**config.mk**
```make
export PLATFORM = sky130hd
export DESIGN_NAME = snitch_sb_ipool
export DESIGN_NICKNAME = d
export VERILOG_FILES = /design/src/rtl/snitch_sb_ipool.sv
export SDC_FILE = /design/constraint.sdc
export NUM_CORES = 1
export LEC_CHECK = 0
export BUFFER_PORTS_ARGS = -buffer_cell sky130_fd_sc_hd__clkbuf_2
export CORE_MARGIN = 2
export CORE_UTILIZATION = 55
export CTS_CLUSTER_SIZE = 12
export DETAILED_ROUTE_END_ITERATION = 8
export PLACE_DENSITY = 0.71
export SYNTH_ARGS = -nofsm -noshare
export SYNTH_HDL_FRONTEND = slang
export SYNTH_SLANG_ARGS = --single-unit
export TNS_END_PERCENT = 30
```
**constraint.sdc**
```tcl
create_clock -name clk_i -period 3.4 [get_ports clk_i]
set_clock_uncertainty 0.05 [all_clocks]
set_input_delay 0 -clock clk_i [delete_from_list [all_inputs] [get_ports clk_i]]
set_output_delay 0 -clock clk_i [all_outputs]
set_load 0.01 [all_outputs]
```
**src/rtl/snitch_sb_ipool.sv**
```systemverilog
// Free-index pool: a circular FIFO of indices, reset-filled with 0..Depth-1.
// Define SNITCH_SB_IPOOL_ASSERT_EN to add simulation-only misuse checks.
module snitch_sb_ipool #(
   parameter int unsigned Depth = 8,
   localparam int unsigned IdxWidth = $clog2(Depth)
) (
   input  logic                clk_i,
   input  logic                rst_ni,
   input  logic [IdxWidth-1:0] data_i,
   input  logic                push_i,
   output logic [IdxWidth-1:0] data_o,
   input  logic                pop_i,
   output logic                full_o,
   output logic                empty_o,
   output logic [IdxWidth:0]   usage_o
);

   localparam int unsigned CntWidth = IdxWidth + 1;

   logic [IdxWidth-1:0] mem_q [Depth];
   logic [IdxWidth-1:0] mem_d [Depth];
   logic [IdxWidth-1:0] head_q, head_d;
   logic [IdxWidth-1:0] tail_q, tail_d;
   logic [CntWidth-1:0] usage_q, usage_d;
   logic                push_ok, pop_ok;

   // Pointers wrap at Depth so non-power-of-two pools stay contiguous.
   function automatic logic [IdxWidth-1:0] next_ptr(input logic [IdxWidth-1:0] p);
      return (p == IdxWidth'(Depth - 1)) ? '0 : p + IdxWidth'(1);
   endfunction

   assign full_o  = (usage_q == CntWidth'(Depth));
   assign empty_o = (usage_q == '0);
   assign usage_o = usage_q;
   assign data_o  = mem_q[head_q];

   assign push_ok = push_i & ~full_o;
   assign pop_ok  = pop_i & ~empty_o;

   always_comb begin
      mem_d   = mem_q;
      head_d  = head_q;
      tail_d  = tail_q;
      usage_d = usage_q;
      if (pop_ok) head_d = next_ptr(head_q);
      if (push_ok) begin
         mem_d[tail_q] = data_i;
         tail_d        = next_ptr(tail_q);
      end
      case ({push_ok, pop_ok})
         2'b10:   usage_d = usage_q + CntWidth'(1);
         2'b01:   usage_d = usage_q - CntWidth'(1);
         default: usage_d = usage_q;
      endcase
   end

   always_ff @(posedge clk_i) begin
      if (!rst_ni) begin
         for (int unsigned i = 0; i < Depth; i++) mem_q[i] <= IdxWidth'(i);
         head_q  <= '0;
         tail_q  <= '0;
         usage_q <= CntWidth'(Depth);
      end else begin
         mem_q   <= mem_d;
         head_q  <= head_d;
         tail_q  <= tail_d;
         usage_q <= usage_d;
      end
   end

`ifdef SNITCH_SB_IPOOL_ASSERT_EN
   logic [Depth-1:0] free_mask_q;

   always @(posedge clk_i) begin
      if (!rst_ni) begin
         free_mask_q <= '1;
      end else begin
         if (push_i && full_o) $error("snitch_sb_ipool: push while full");
         if (pop_i && empty_o) $error("snitch_sb_ipool: pop while empty");
         if (push_i && ({1'b0, data_i} >= CntWidth'(Depth)))
            $error("snitch_sb_ipool: data_i %0d out of range", data_i);
         else if (push_i && free_mask_q[data_i])
            $error("snitch_sb_ipool: index %0d returned while already free", data_i);
         if (pop_ok) free_mask_q[data_o] <= 1'b0;
         if (push_ok && ({1'b0, data_i} < CntWidth'(Depth))) free_mask_q[data_i] <= 1'b1;
      end
   end
`endif

endmodule

```
==> run summary <==
Run status: finished clean
Worst Setup Start Kind: flip-flop
Asr flop ratio synth: 0%
Clk_lat worst skew: 0.34 ns
Number of diodes: 0
Num CTS Buffers: 5
Antenna Nets Post-Route: 0
Share of cells above drive strength 1: 18.7%
Ranking of synthesized cells by area: dfxtp_1 39%, mux2i_1 14%, mux4_2 7.8%, ha_1 5.1%, nand2_1 5.0%
Placed cell area: 1780 um^2
Sw power: 0.443 mW
Synthesis-stage register bit count: 34
F_max: 349 MHz
HP Class: primary input to flip-flop
Fin crit share: 84.2%
Via count: 1259
Most used DFF post-synth: dfxtp_1
Synth Cell Area: 1730 um^2
Initial antenna violation count: 0
Initial DRC count: 54
Fin Hold WS: 0.0853 ns
Critical path data arrival time: 3.09 ns
Flop pwr share: 44.6%
Post-Syn Nets: 183
Routed wire length: 3.38 mm
Multi-input logic area: 942 um^2
Cells resized by post-CTS repair: 0
Die Span Y: 60.1 um
Post-synth EDFFs: 0
Post-synth cell types: 37
Layout Nets: 197
Yosys top cell area share: 39.4%
Final total power: 1.16 mW
H-tree levels: 2
Logic pwr share: 37.3%
R2R Setup Slk: 0.54 ns
Fillers: 263
Relative slew slack: 49.9%
CTS tree: yes
Root Driver: clkbuf_4
Slew Viols, Final: 0
Final setup violation count: 0
Post-synthesis mux area share: 23.7%
Setup TNS: 0 ns
Gpl congestion: 0.949
Sequential fraction of the synthesis area: 39.4%
Layout area overhead: 8.18%
XOR/XNOR share of the synthesized area: 1.01%
Detailed-route DRC error count: 0
Mean post-synth cell area: 10.3 um^2
Clock-pin transition on the worst setup and hold timing paths: 0.10 ns
Largest family of logic cells by synthesized area: multiplexers
Worst Max-Slew Pin Slew: 0.746 ns
Largest net degree at the start of global routing: 35
Crit-path max FO: 7
Placeable Area: 3030 um^2
PD cells: 621 nW/um^2
I/O pin cnt: 16
Number of global-route vias before repair: 1191
Leak pwr: 0.793 nW
Commonest cells after routing, fill and taps aside: 34 x dfxtp_1, 24 x mux2i_1, 23 x nand2_1
CP endpoint kind: flip-flop
Final Hold Vio Count: 0
Synth Instances: 168
Clock network fraction of total power: 18.1%
Vias per Instance: 5.57
Gr ovfl total: 0
DRT Pass-1 Iters: 4
Maxcap violations: 0
Cell-internal power: 0.717 mW
Die X: 60.1 um
Critical Path RT: 3.63 ns
PortBufs: 15
Final setup margin: 0.538 ns
Final HPWL DP: 2.38 mm
Post-synthesis simple-gate area fraction: 19.0%
Complex-gate fraction of the synthesized area: 4.56%
Adder-Cell Fraction of Synth Area: 6.23%
Final instance area: 1870 um^2
Most common cell after layout, fill and taps aside: dfxtp_1
Switching share of power: 38.2%
CTS hold repair buffers: 4
WS Path Type: flip-flop to flip-flop
First-pass GRT wire length: 5.70 mm
RSZ-0062 raised after global routing: no
GRT Util Overall: 22.6%
Starting Density: 57.1%
Post-CTS Setup Bufs: 0
Max clock buf depth: 2
Pre-CTS WS: 0.599 ns
VDD IR max: 0.366 mV
Register area: 681 um^2
Top cell type by total area after synthesis: dfxtp_1
Final min period: 2.86 ns
Die footprint: 3610 um^2
# clock sinks: 34
Row cnt: 20
Ys Warns: 0
WL/cell: 15.0 um
-- critical path, cell delays in order (launching register included) --
cell and delay [ns]:
dfxtp_1 0.40, or4b_1 0.68, nand2_1 0.21, ha_1 0.25, ha_1 0.30, a21oi_1 0.22
a21oi_1 0.11, or4_1 0.48, nand3_1 0.10
-- Yosys cell counts, types with 2 or more instances --
library cell,n
mux4_2,6
buf_6,2
and2_1,3
buf_4,3
or4_1,2
dfxtp_1,34
nand3_1,6
nor2_1,2
mux2i_1,24
clkbuf_2,2
nor3_1,2
nor3b_1,2
mux2_2,3
nor2b_1,13
clkbuf_1,4
a21oi_1,3
a21boi_0,5
inv_1,4
o21ai_0,2
ha_1,7
nand2_1,23
-- through the flow --
stage	std cells	utilization, %
finish	226	61.7
global route	226	61.7
CTS	226	61.7
detailed placement	215	58.8
global placement	215	58.8
floorplan	168	-
-- worst paths after layout --
check                                 from    endpoint  cells past startpoint
worst max register to register  usage_o[0]  usage_o[3]                      8
worst min register to register    mem_q[0]    mem_q[0]                      2
worst min-delay path                 pop_i   head_q[0]                      5
worst max-delay path            usage_o[0]  usage_o[3]                      8
-- power by group through the flow --
stage | sequential (mW) | combinational, mW | clock (mW)
CTS | 0.516 | 0.433 | 0.214
global placement | 0.518 | 0.409 | 0
floorplan | 0.502 | 0.349 | 0
finish | 0.517 | 0.433 | 0.210
global route | 0.530 | 0.492 | 0.231
detailed placement | 0.526 | 0.430 | 0
-- layer usage --
metal	track usage, %	share of wire [%]
met1	29.3	44
met2	34.8	49
met3	5.84	4.6
met4	11.1	2.1
met5	0	0
-- flip-flops by register name, summed over array words and instances, names as in the netlist --
| register | cells |
|---|---|
| mem_q | 24 |
| tail_q | 3 |
| usage_o | 4 |
| head_q | 3 |
-- cells by family after synthesis --
family	Yosys count
adders and majority gates	8
buffers and inverters	18
muxes	33
AOI/OAI and AO/OA	12
DFF	34
and+or+nand+nor	61
xor gates and xnor gates	2
-- final cells by class --
class,instances,share of cell area [%]
inverters,5,1.14
clock buffers,5,2.01
clock inverters,2,0.535
well taps,44,2.95
multi-input cells,116,50.4
flip-flops and latches,34,36.4
repair buffers,20,6.56
No activity file was read; power rests on OpenSTA's default activity.
